<file path="src/rtl/serial_subtractor_pkg.sv">
// Shared arithmetic-library definitions for the bit-serial subtractor.
// Provides the FSM state type and the legal operand-width bounds.
package arith_pkg;

  typedef enum logic [1:0] {
    IDLE  = 2'd0,
    SHIFT = 2'd1,
    DONE  = 2'd2
  } sub_state_e;

  localparam int unsigned MIN_WIDTH = 2;
  localparam int unsigned MAX_WIDTH = 64;

endpackage

</file>
<file path="src/rtl/serial_subtractor_if.sv">
// Start/done handshake and operand/result bus of the serial subtractor.
// Optional ovf signal present only when SERIAL_SUB_OVF_EN is defined.
interface serial_subtractor_if #(
  parameter int unsigned WIDTH = 8
);

  logic             start;
  logic [WIDTH-1:0] a;
  logic [WIDTH-1:0] b;
  logic             bin;
  logic             busy;
  logic             done;
  logic [WIDTH-1:0] diff;
  logic             bout;
`ifdef SERIAL_SUB_OVF_EN
  logic             ovf;

  modport master (output start, a, b, bin, input busy, done, diff, bout, ovf);
  modport slave  (input start, a, b, bin, output busy, done, diff, bout, ovf);
`else
  modport master (output start, a, b, bin, input busy, done, diff, bout);
  modport slave  (input start, a, b, bin, output busy, done, diff, bout);
`endif

endinterface

</file>
<file path="src/rtl/serial_subtractor_fs_cell.sv">
// Single-bit combinational full subtractor: d = a - b - bin, with borrow-out.
module fs_cell (
  input  logic a,
  input  logic b,
  input  logic bin,
  output logic d,
  output logic bout
);

  // Difference and borrow of one bit position
  always_comb begin
    d    = a ^ b ^ bin;
    bout = (~a & b) | (~(a ^ b) & bin);
  end

endmodule

</file>
<file path="src/rtl/serial_subtractor.sv">
// Bit-serial subtractor: diff = a - b - bin over WIDTH bits, LSB first,
// one bit per clock through one fs_cell. Start/done handshake; results
// held until the next accepted start.
// Optional macro SERIAL_SUB_OVF_EN adds a registered signed-overflow flag.
module serial_subtractor
  import arith_pkg::*;
#(
  parameter int unsigned WIDTH = 8
) (
  input  logic               clk,
  input  logic               rst_n,
  serial_subtractor_if.slave bus
);

  localparam int unsigned CNT_W = $clog2(WIDTH);

  if (WIDTH < MIN_WIDTH || WIDTH > MAX_WIDTH) begin : g_bad_width
    $error("serial_subtractor: WIDTH out of legal range");
  end

  sub_state_e       state_q, state_d;
  logic [WIDTH-1:0] a_sh_q, a_sh_d;
  logic [WIDTH-1:0] b_sh_q, b_sh_d;
  // Holds the WIDTH-1 already-computed low bits; the final bit comes
  // straight from the cell on the completion edge.
  logic [WIDTH-2:0] res_q, res_d;
  logic [WIDTH-1:0] res_cat;
  logic [WIDTH-1:0] diff_q, diff_d;
  logic             brw_q, brw_d;
  logic             bout_q, bout_d;
  logic             done_q, done_d;
  logic [CNT_W-1:0] cnt_q, cnt_d;
  logic             cell_d, cell_bout;
  logic             last_bit;
`ifdef SERIAL_SUB_OVF_EN
  logic             ovf_q, ovf_d;
`endif

  fs_cell u_cell (
    .a    (a_sh_q[0]),
    .b    (b_sh_q[0]),
    .bin  (brw_q),
    .d    (cell_d),
    .bout (cell_bout)
  );

  // Next-state, datapath shifting and completion capture
  always_comb begin
    state_d  = state_q;
    a_sh_d   = a_sh_q;
    b_sh_d   = b_sh_q;
    res_d    = res_q;
    diff_d   = diff_q;
    brw_d    = brw_q;
    bout_d   = bout_q;
    cnt_d    = cnt_q;
    done_d   = 1'b0;
`ifdef SERIAL_SUB_OVF_EN
    ovf_d    = ovf_q;
`endif
    res_cat  = {cell_d, res_q};
    last_bit = (cnt_q == CNT_W'(WIDTH - 1));

    unique case (state_q)
      IDLE, DONE: begin
        if (bus.start) begin
          a_sh_d  = bus.a;
          b_sh_d  = bus.b;
          brw_d   = bus.bin;
          cnt_d   = '0;
          res_d   = '0;
          state_d = SHIFT;
        end else begin
          state_d = IDLE;
        end
      end
      SHIFT: begin
        a_sh_d = a_sh_q >> 1;
        b_sh_d = b_sh_q >> 1;
        brw_d  = cell_bout;
        res_d  = res_cat[WIDTH-1:1];
        cnt_d  = cnt_q + CNT_W'(1);
        if (last_bit) begin
          state_d = DONE;
          diff_d  = res_cat;
          bout_d  = cell_bout;
          done_d  = 1'b1;
`ifdef SERIAL_SUB_OVF_EN
          ovf_d   = brw_q ^ cell_bout;
`endif
        end
      end
      default: state_d = IDLE;
    endcase
  end

  // State, datapath and output registers with asynchronous reset
  always_ff @(posedge clk or negedge rst_n) begin
    if (!rst_n) begin
      state_q <= IDLE;
      a_sh_q  <= '0;
      b_sh_q  <= '0;
      res_q   <= '0;
      diff_q  <= '0;
      brw_q   <= 1'b0;
      bout_q  <= 1'b0;
      done_q  <= 1'b0;
      cnt_q   <= '0;
`ifdef SERIAL_SUB_OVF_EN
      ovf_q   <= 1'b0;
`endif
    end else begin
      state_q <= state_d;
      a_sh_q  <= a_sh_d;
      b_sh_q  <= b_sh_d;
      res_q   <= res_d;
      diff_q  <= diff_d;
      brw_q   <= brw_d;
      bout_q  <= bout_d;
      done_q  <= done_d;
      cnt_q   <= cnt_d;
`ifdef SERIAL_SUB_OVF_EN
      ovf_q   <= ovf_d;
`endif
    end
  end

  assign bus.busy = (state_q == SHIFT);
  assign bus.done = done_q;
  assign bus.diff = diff_q;
  assign bus.bout = bout_q;
`ifdef SERIAL_SUB_OVF_EN
  assign bus.ovf  = ovf_q;
`endif

endmodule

</file>
<file path="src/flat_wrapper.sv">
// flat-port wrapper written by rule: the top's interface ports become plain ports
module serial_subtractor_flat import arith_pkg::*;
#(
  parameter int unsigned WIDTH = 8
)
  (clk, rst_n, bus_start, bus_a, bus_b, bus_bin, bus_busy, bus_done, bus_diff, bus_bout);
  serial_subtractor_if #(.WIDTH(WIDTH)) bus_i ();
  input  logic clk;
  input  logic rst_n;
  input wire logic [$bits(bus_i.start)-1:0] bus_start;
  input wire logic [$bits(bus_i.a)-1:0] bus_a;
  input wire logic [$bits(bus_i.b)-1:0] bus_b;
  input wire logic [$bits(bus_i.bin)-1:0] bus_bin;
  output wire logic [$bits(bus_i.busy)-1:0] bus_busy;
  output wire logic [$bits(bus_i.done)-1:0] bus_done;
  output wire logic [$bits(bus_i.diff)-1:0] bus_diff;
  output wire logic [$bits(bus_i.bout)-1:0] bus_bout;
  assign bus_i.start = bus_start;
  assign bus_i.a = bus_a;
  assign bus_i.b = bus_b;
  assign bus_i.bin = bus_bin;
  assign bus_busy = bus_i.busy;
  assign bus_done = bus_i.done;
  assign bus_diff = bus_i.diff;
  assign bus_bout = bus_i.bout;
  serial_subtractor #(.WIDTH(WIDTH)) u_core (.clk(clk), .rst_n(rst_n), .bus(bus_i));
endmodule
</file>
<file path="config.mk">
export PLATFORM = sky130hd
export DESIGN_NAME = serial_subtractor_flat
export DESIGN_NICKNAME = d
export VERILOG_FILES = /design/src/rtl/serial_subtractor_pkg.sv /design/src/rtl/serial_subtractor_if.sv /design/src/rtl/serial_subtractor_fs_cell.sv /design/src/rtl/serial_subtractor.sv /design/src/flat_wrapper.sv
export SDC_FILE = /design/constraint.sdc
export NUM_CORES = 1
export LEC_CHECK = 0
export ABC_AREA = 1
export CAP_MARGIN = 40
export CORE_MARGIN = 4
export CORE_UTILIZATION = 45
export DETAILED_ROUTE_END_ITERATION = 10
export PLACE_DENSITY = 0.83
export REMOVE_ABC_BUFFERS = 1
export SKIP_CTS_REPAIR_TIMING = 1
export SLEW_MARGIN = 10
export SYNTH_ARGS = -nofsm -noshare
export SYNTH_HDL_FRONTEND = slang
export SYNTH_SLANG_ARGS = --single-unit
</file>
<file path="constraint.sdc">
create_clock -name clk -period 1.1 [get_ports clk]
set_input_delay 0.11 -clock clk [delete_from_list [all_inputs] [get_ports clk]]
set_output_delay 0.11 -clock clk [all_outputs]
set_load 0.005 [all_outputs]
</file>
==> results.json, run 1 <==
{
  "status": "complete, but fails checks",
  "failed_checks": "setup timing",
  "drive_gt1_share_pct": 31.4,
  "synth_cell_types": 19,
  "dpl.hpwl_mm": 2.77,
  "cts-root-buf": "clkbuf_8",
  "synth-simple-area-share_pct": 25.3,
  "track_usage_pct": 17.2,
  "fin_nets": 302,
  "synthMuxAreaShare_pct": 0,
  "antenna_found_initial": 0,
  "worst_pin_slew_ps": 216,
  "first_iter_violations": 55,
  "overflow": 0,
  "vdd_drop_max_mv": 1.86,
  "pre_cts_ws_ps": -178,
  "slew_headroom_pct": 85.6,
  "top_usage_layer": "met2",
  "crit_slowest_cell": "dfrtp_1",
  "timing.final.max_slew_violations": 0,
  "ys_ff_latch": 39,
  "clock_latency_ps": 310,
  "grt_pass1_wl_mm": 6.87,
  "hold_viol": 0,
  "synth_fa_ha_area_share_pct": 2.42,
  "gp_congestion": 0.759,
  "vias": 1665,
  "power_frac_seq_pct": 29.1,
  "cts_max_level": 2,
  "cts_num_sinks": 39,
  "max_freq_mhz": 807,
  "crit_type": "reg2reg",
  "synth-compound-area-share_pct": 6.73,
  "gr-usage-met1_pct": 20.1,
  "viasPerCell": 5.05,
  "pwr-share-clk_pct": 14.5,
  "rsz0062_at_grt": "yes",
  "diodes": 0,
  "worstPathCellList": "inv_4 > nor2_4 > buf_6 > nand2_8 > buf_12 > nand2_2 > o21ai_2",
  "fin_area_sq_um": 2830,
  "ioPinCount": 31,
  "p_sw_uw": 3460,
  "setup_violations": 37,
  "fp.dieW_microns": 72.3,
  "initial_core_util_pct": 46.4,
  "arrival_ps": 1430,
  "cts_tree": "yes",
  "swShare_pct": 40.1,
  "cts_buffers": 5,
  "intPower_uw": 5170,
  "clk_pin_slew_ps": 90,
  "area_growth_pct": 52.5,
  "dpl-instance-area_sq_um": 2360,
  "fin_setup_tns_ps": -3150,
  "worst_slack_ps": -140,
  "drv_cap": 0,
  "worst_setup_path_end_kind": "flop",
  "std_cell_rows": 23,
  "powerDensity_nw_per_um2": 3050,
  "use_met3_pct": 2.91,
  "drc": 0,
  "final_antenna_net_count": 0,
  "min_period_over_period_pct": 113,
  "cp-start-kind": "flop",
  "syn_area_sq_um": 1860,
  "yosys_warnings": 0,
  "p_comb_share_pct": 56.4,
  "die_h_microns": 72.3,
  "routedWlPerCell_microns": 14.6,
  "ys_seq_area_share_pct": 52.5,
  "synth_top_family_by_area": "simple AND/OR/NAND/NOR gates",
  "drt-pass1-iter-count": 4,
  "slowest_delay_ps": 420,
  "critPathTopFamily": "flip-flops",
  "core-area_sq_um": 4000,
  "portBuffers": 30,
  "fillers": 267,
  "wirelength_mm": 4.81,
  "period_minus_slack_ps": 1240,
  "cts_buffer_depth": 2,
  "post_synth.cell_area_avg_sq_um": 8.37,
  "critical_path_buf_inv_count": 3,
  "synth_cells": 222,
  "p_leak_uw": 0.00160,
  "grt_use_met2_pct": 29.9,
  "grt_max_degree": 40,
  "hp-class": "in2async",
  "critPathMaxFanout": 7,
  "synthXorXnorAreaFrac_pct": 0,
  "p_total_uw": 8630,
  "fin_worst_skew_ps": 7.62,
  "die-area_sq_um": 5220,
  "grt_pass1_vias": 1612,
  "worst_ep_required_time_ps": 1290
}
[power by group through the flow]
stage	Clock (uW)	Sequential [uW]	Combinational, uW
finish	1250	2510	4870
CTS	1260	2460	3730
detailed placement	0	2490	3700
global route	1300	2580	5320
global placement	0	2460	3550
floorplan	0	2490	1930
[through the flow]
step	hold slack [ps]	util, %	instances
final	298	70.8	330
after global routing	334	70.8	330
after CTS	-233	61.9	319
after detailed placement	98.4	59.0	311
after global placement	93.3	59.0	311
after floorplan	-186	-	213
[flip-flops by register name, summed over array words and instances, names as in the netlist]
register         count
u_core.brw_q         1
u_core.b_sh_q        8
u_core.bus.done      1
u_core.bus.bout      1
u_core.a_sh_q        8
u_core.bus.diff      8
u_core.res_q         7
u_core.state_q       2
u_core.cnt_q         3
[worst register-to-register path, stage by stage (launching register included)]
cell and delay [ps]:
dfrtp_1 420, inv_4 60, nor2_4 160, buf_6 150, nand2_8 70, buf_12 150, nand2_2 60, o21ai_2 50
[final cells by class]
class                   count  area, sq um  share of cell area (%)
flip-flops and latches     39          976                    34.5
repair buffers             59          672                    23.7
multi-input cells         129          820                    28.9
clock buffers               5         68.8                    2.43
clock inverters             3         47.5                    1.68
inverters                  45          186                    6.58
well taps                  50         62.6                    2.21
[worst paths after layout]
| kind | startpoint | endpoint | slack, ps | cells past startpoint |
|---|---|---|---|---|
| worst min register to register | u_core.a_sh_q[5]$_DFFE_PN0P_ | u_core.a_sh_q[5]$_DFFE_PN0P_ | 490 | 2 |
| worst max register to register | u_core.state_q[0]$_DFFE_PN0P_ | u_core.bus.diff[2]$_DFFE_PN0P_ | -140 | 7 |
| min in group clk | bus_b[7] | u_core.b_sh_q[7]$_DFFE_PN0P_ | 360 | 3 |
| worst min-delay path | rst_n | u_core.res_q[6]$_DFFE_PN0P_ | 300 | 3 |
| worst max-delay path | u_core.state_q[0]$_DFFE_PN0P_ | u_core.bus.diff[2]$_DFFE_PN0P_ | -140 | 7 |
| max in group asynchronous | rst_n | u_core.b_sh_q[3]$_DFFE_PN0P_ | 610 | 3 |
[synthesized netlist by cell type, drive strengths merged]
| library cell | count | area, sq um |
|---|---|---|
| nand2 | 76 | 310 |
| nor2 | 2 | 15.0 |
| o21ai | 18 | 120 |
| dfrtp | 39 | 976 |
| fa | 1 | 20.0 |
| ha | 2 | 25.0 |
| inv | 45 | 174 |
| buf | 9 | 67.6 |
| a21oi | 1 | 5.00 |
| nand3 | 29 | 145 |
[logic make-up (layout without fill, tap and decap cells)]
kind of cell,after synthesis,count (layout)
AO/OA/AOI/OAI,19,19
AND/OR/NAND/NOR,107,107
flip-flops,39,39
adder cells (fa/ha/maj),3,3
buffers and inverters,54,112
[cell usage in the layout, fill, tap and decap left out]
cell             Yosys  final
a21oi_2              0      1
buf_12               0      6
buf_2                3      1
buf_4                4     15
buf_6                2      5
bufinv_16            0      1
clkbuf_16            0      2
clkbuf_8             0      5
clkdlybuf4s50_1      0     18
clkinv_4             0      1
dfrtp_1             39     39
dlygate4sd3_1        0      1
dlymetal6s2s_1       0     11
fa_2                 0      1
ha_2                 0      1
ha_4                 0      1
inv_1               42     40
inv_2                1      2
inv_4                2      1
inv_6                0      1
inv_8                0      2
nand2_1             72     62
nand2_2              1      7
nand2_4              3      4
nand2_8              0      3
nand3_1             29     17
nand3_2              0     12
nor2_1               1      1
nor2_4               1      1
o21ai_0              5      1
o21ai_1              5      2
o21ai_2              8     15
[metal layers]
metal	vias to the layer above	wire length, microns	part of all wire, %
li1	782	-	-
met1	820	1860	39
met2	50	2610	54
met3	13	218	4.5
met4	0	119	2.5
met5	-	0	0
Power figures use the tool's default switching activity.
==> run 2, diff against run 1 <==
--- a/config.mk
+++ b/config.mk
@@ -6,11 +6,12 @@
 export NUM_CORES = 1
 export LEC_CHECK = 0
 export ABC_AREA = 1
+export ABC_CLOCK_PERIOD_IN_PS = 1100
 export CAP_MARGIN = 40
 export CORE_MARGIN = 4
 export CORE_UTILIZATION = 45
 export DETAILED_ROUTE_END_ITERATION = 10
-export PLACE_DENSITY = 0.83
+export PLACE_DENSITY = 0.72
 export REMOVE_ABC_BUFFERS = 1
 export SKIP_CTS_REPAIR_TIMING = 1
 export SLEW_MARGIN = 10
==> results.json, run 2 (same netlist as run 1, synthesis figures left out) <==
{
  "crit_type": "reg2reg",
  "slew_headroom_pct": 79.2,
  "area.sequential_sq_um": 976,
  "grt_max_degree": 29,
  "critPathMaxFanout": 2,
  "cts-root-buf": "clkbuf_8",
  "setup_violations": 37,
  "antenna_found_initial": 0,
  "die-area_sq_um": 5220,
  "drc": 0,
  "hold_viol": 0,
  "ioPinCount": 31,
  "arrival_ps": 1430,
  "area_growth_pct": 54.5,
  "worst_slack_ps": -96.7,
  "viasPerCell": 4.88,
  "grt_pass1_wl_mm": 6.56,
  "timing.final.max_slew_violations": 0,
  "cts_buffer_depth": 2,
  "core-area_sq_um": 4000,
  "fillers": 267,
  "diodes": 0,
  "failed_checks": "setup timing",
  "std_cell_rows": 23,
  "track_usage_pct": 16.1,
  "cts_buffers": 5,
  "worst_setup_path_end_kind": "flop",
  "worst_ep_required_time_ps": 1330,
  "r2r_start": "u_core.a_sh_q[0]$_DFFE_PN0P_",
  "p_leak_uw": 0.00162,
  "routedWlPerCell_microns": 13.5,
  "fp.dieW_microns": 72.3,
  "status": "complete, but fails checks",
  "final_antenna_net_count": 0,
  "die_h_microns": 72.3,
  "initial_core_util_pct": 46.4,
  "hp-class": "in2async",
  "cts_tree": "yes",
  "dpl.hpwl_mm": 2.68,
  "cp-start-kind": "flop",
  "min_period_over_period_pct": 109,
  "drive_gt1_share_pct": 32.6,
  "period_minus_slack_ps": 1200,
  "worst_pin_slew_ps": 312,
  "holdWs_ps": 227,
  "final_cell_mix": "nand2_1 (63), inv_1 (40), dfrtp_1 (39)",
  "wirelength_mm": 4.53,
  "first_iter_violations": 128,
  "grt_pass1_vias": 1477,
  "fin_worst_skew_ps": 6.58,
  "portBuffers": 30,
  "powerDensity_nw_per_um2": 3000,
  "cts_num_sinks": 39,
  "crit_start": "u_core.a_sh_q[0]$_DFFE_PN0P_",
  "drt-pass1-iter-count": 4,
  "vias": 1635,
  "clk_pin_slew_ps": 80,
  "gp_congestion": 0.753,
  "drv_cap": 0,
  "max_freq_mhz": 836,
  "final_common_cell": "nand2_1",
  "fin_nets": 307,
  "rsz0062_at_grt": "yes",
  "overflow": 0,
  "multi_input_area_sq_um": 826,
  "cts_max_level": 2,
  "p_total_uw": 8610,
  "fin_area_sq_um": 2870,
  "vdd_drop_max_mv": 1.50,
  "dpl-instance-area_sq_um": 2380,
  "clock_latency_ps": 290
}
-- run 2: layout make-up --
type	count	area share, %
clock buffers	5	2.40
clock inverters	3	1.53
inverters	45	6.49
multi-input cells	129	28.8
flip-flops and latches	39	34.0
well taps	50	2.18
repair buffers	64	24.7
-- run 2: worst max-delay path, stage by stage, from the launching register on --
cell and delay, ps:
dfrtp_1 420, fa_2 590, nand2_1 60, o21ai_1 60
-- run 2: final timing paths --
path,to,cells past startpoint,slack [ps]
max reg2reg,u_core.res_q[6]$_DFFE_PN0P_,3,-100
max in group asynchronous,u_core.cnt_q[2]$_DFFE_PN0P_,3,430
max,u_core.res_q[6]$_DFFE_PN0P_,3,-100
min,u_core.b_sh_q[3]$_DFFE_PN0P_,2,230
min in group clk,u_core.a_sh_q[7]$_DFFE_PN0P_,3,370
min reg2reg,u_core.b_sh_q[4]$_DFFE_PN0P_,2,480
-- run 2: power by group --
group	leakage, uW	switching, uW	total (uW)	internal (uW)
clock	0.0000581	524	1200	675
sequential	0.000485	387	2500	2110
combinational	0.00107	2470	4910	2440
total	0.00162	3380	8610	5230
-- run 2: per-layer routing --
layer | part of all wire (%) | track usage [%] | routed length (microns) | up-vias
met5 | 0 | 0 | 0 | -
met3 | 4.0 | 3.32 | 181 | 10
met1 | 42 | 22.4 | 1920 | 777
li1 | - | - | - | 802
met2 | 52 | 25.0 | 2340 | 46
met4 | 1.8 | 5.64 | 83 | 0
-- run 2: through the flow --
step / utilization, % / std cells / setup TNS [ps] / worst slack (ps)
floorplan: - / 213 / -7620 / -285
global placement: 59.6 / 316 / -2710 / -103
detailed placement: 59.6 / 316 / -3050 / -136
CTS: 62.4 / 324 / -5300 / -396
global route: 71.8 / 335 / -3830 / -149
finish: 71.8 / 335 / -2020 / -96.7
==> RTL change, RTL diff (flow settings as in run 2) <==
`WIDTH` is set to 8 in 3 places; all go to 4.
--- a/src/rtl/serial_subtractor_if.sv
+++ b/src/rtl/serial_subtractor_if.sv
@@ -2,5 +2,5 @@
 // Optional ovf signal present only when SERIAL_SUB_OVF_EN is defined.
 interface serial_subtractor_if #(
-  parameter int unsigned WIDTH = 8
+  parameter int unsigned WIDTH = 4
 );
 
--- a/src/rtl/serial_subtractor.sv
+++ b/src/rtl/serial_subtractor.sv
@@ -6,5 +6,5 @@
   import arith_pkg::*;
 #(
-  parameter int unsigned WIDTH = 8
+  parameter int unsigned WIDTH = 4
 ) (
   input  logic               clk,
--- a/src/flat_wrapper.sv
+++ b/src/flat_wrapper.sv
@@ -2,5 +2,5 @@
 module serial_subtractor_flat import arith_pkg::*;
 #(
-  parameter int unsigned WIDTH = 8
+  parameter int unsigned WIDTH = 4
 )
   (clk, rst_n, bus_start, bus_a, bus_b, bus_bin, bus_busy, bus_done, bus_diff, bus_bout);
Interface: changed (resized bus_a, bus_b and bus_diff); port bits go from 31 to 19. No check against the original RTL was run, so the function may have changed too.
==> RTL change against run 2 <==
The flow still finishes with violations (setup timing); cell area down 49%; setup slack improved by 0.019 ns; worst hold slack lost 0.089 ns; clock skew about the same; wire length fell by 52%; die area down 39%; area after synthesis fell by 44%; sequential cell count shrank 17; via count shrank 47%; power is 50% lower; critical path type unchanged.
==> RTL change: results (changes against run 2) <==
stage,metric,value,unit,change
clock_tree,CTS buffer count,3,,was 5
synthesis,Synth area leaders,"dfrtp_1 (53%), nand2_1 (13%), inv_1 (8.2%)",,"was dfrtp_1 (53%), nand2_1 (15%), inv_1 (8.5%)"
clock_tree,clock-pin slew on the worst setup and hold paths,0.13,ns,was 0.08 ns
pwr,Worst IR Drop VDD,1.66,mV,was 1.50 mV
global_route,met3 Track Usage GR,0.0230,,was 0.0332
final_layout,Seq/total area,0.376,,was 0.340
synthesis,Adder-Cell Fraction of Synth Area,0.0310,,was 0.0242
clock_tree,CTS Root Cell,clkbuf_4,,was clkbuf_8
synthesis,Compound-Gate Fraction of Synth Area,0.0776,,was 0.0673
run_status,violated checks,setup timing,,unchanged
final_layout,fill count,193,,was 267
clock_tree,Sink Count,22,,was 39
worst_setup_path,Worst path max stage delay,0.45,ns,was 0.59 ns
global_route,first-pass GRT wire length,3.41,mm,was 6.56 mm
final_layout,nonclk buf count,34,,was 64
clock_tree,depth of the CTS H-tree,1,,was 2
placed_design,# port buffers,18,,was 30
sta,Clock Skew,0.00666,ns,was 0.00658 ns
placed_design,# placed instances,175,,was 316
global_route,met1 Track Usage GR,0.173,,was 0.224
sta,PnR worst setup slack,-0.0777,ns,was -0.0967 ns
detailed_routing,metal2 WL,1.04,mm,was 2.34 mm
sta,hold slack,0.137,ns,was 0.227 ns
final_layout,clock tree cell share of total cell area,0.0248,,was 0.0392
detailed_routing,M1 WL,965,um,was 1.92 mm
sta,final setup violation count,7,,was 37
final_layout,count of multi-input gates,71,,was 129
run_status,status,"finished, violations left",,unchanged
detailed_routing,drt first-iter violations,19,,was 128
placed_design,Post-DP Area,1330,sq um,was 2380 sq um
global_route,Total Routing Usage GR,0.130,,was 0.161
pwr,P per Cell Area,2930,nW/um^2,was 3000 nW/um^2
final_layout,CLK BUF,4,,was 5
sta,worst slew pin tran,0.280,ns,was 0.312 ns
synthesis,"Seq/Total Area, Yosys",0.525,,about the same
sta,Setup TNS,-0.251,ns,was -2.02 ns
==> RTL change: worst paths after layout <==
kind | from | endpoint | cells past startpoint
worst min-delay path | rst_n | u_core.bus.diff[3]$_DFFE_PN0P_ | 2
worst max register to register | u_core.b_sh_q[0]$_DFFE_PN0P_ | u_core.res_q[2]$_DFFE_PN0P_ | 4
min in group clk | bus_a[3] | u_core.a_sh_q[3]$_DFFE_PN0P_ | 3
worst max-delay path | u_core.b_sh_q[0]$_DFFE_PN0P_ | u_core.res_q[2]$_DFFE_PN0P_ | 4
worst min register to register | u_core.bus.diff[3]$_DFFE_PN0P_ | u_core.bus.diff[3]$_DFFE_PN0P_ | 2
max in group asynchronous | rst_n | u_core.cnt_q[0]$_DFFE_PN0P_ | 2
==> RTL change: report_power, final <==
group	switching (uW)	internal, uW
Combinational	1290	1150
Sequential	223	1190
Clock	247	202
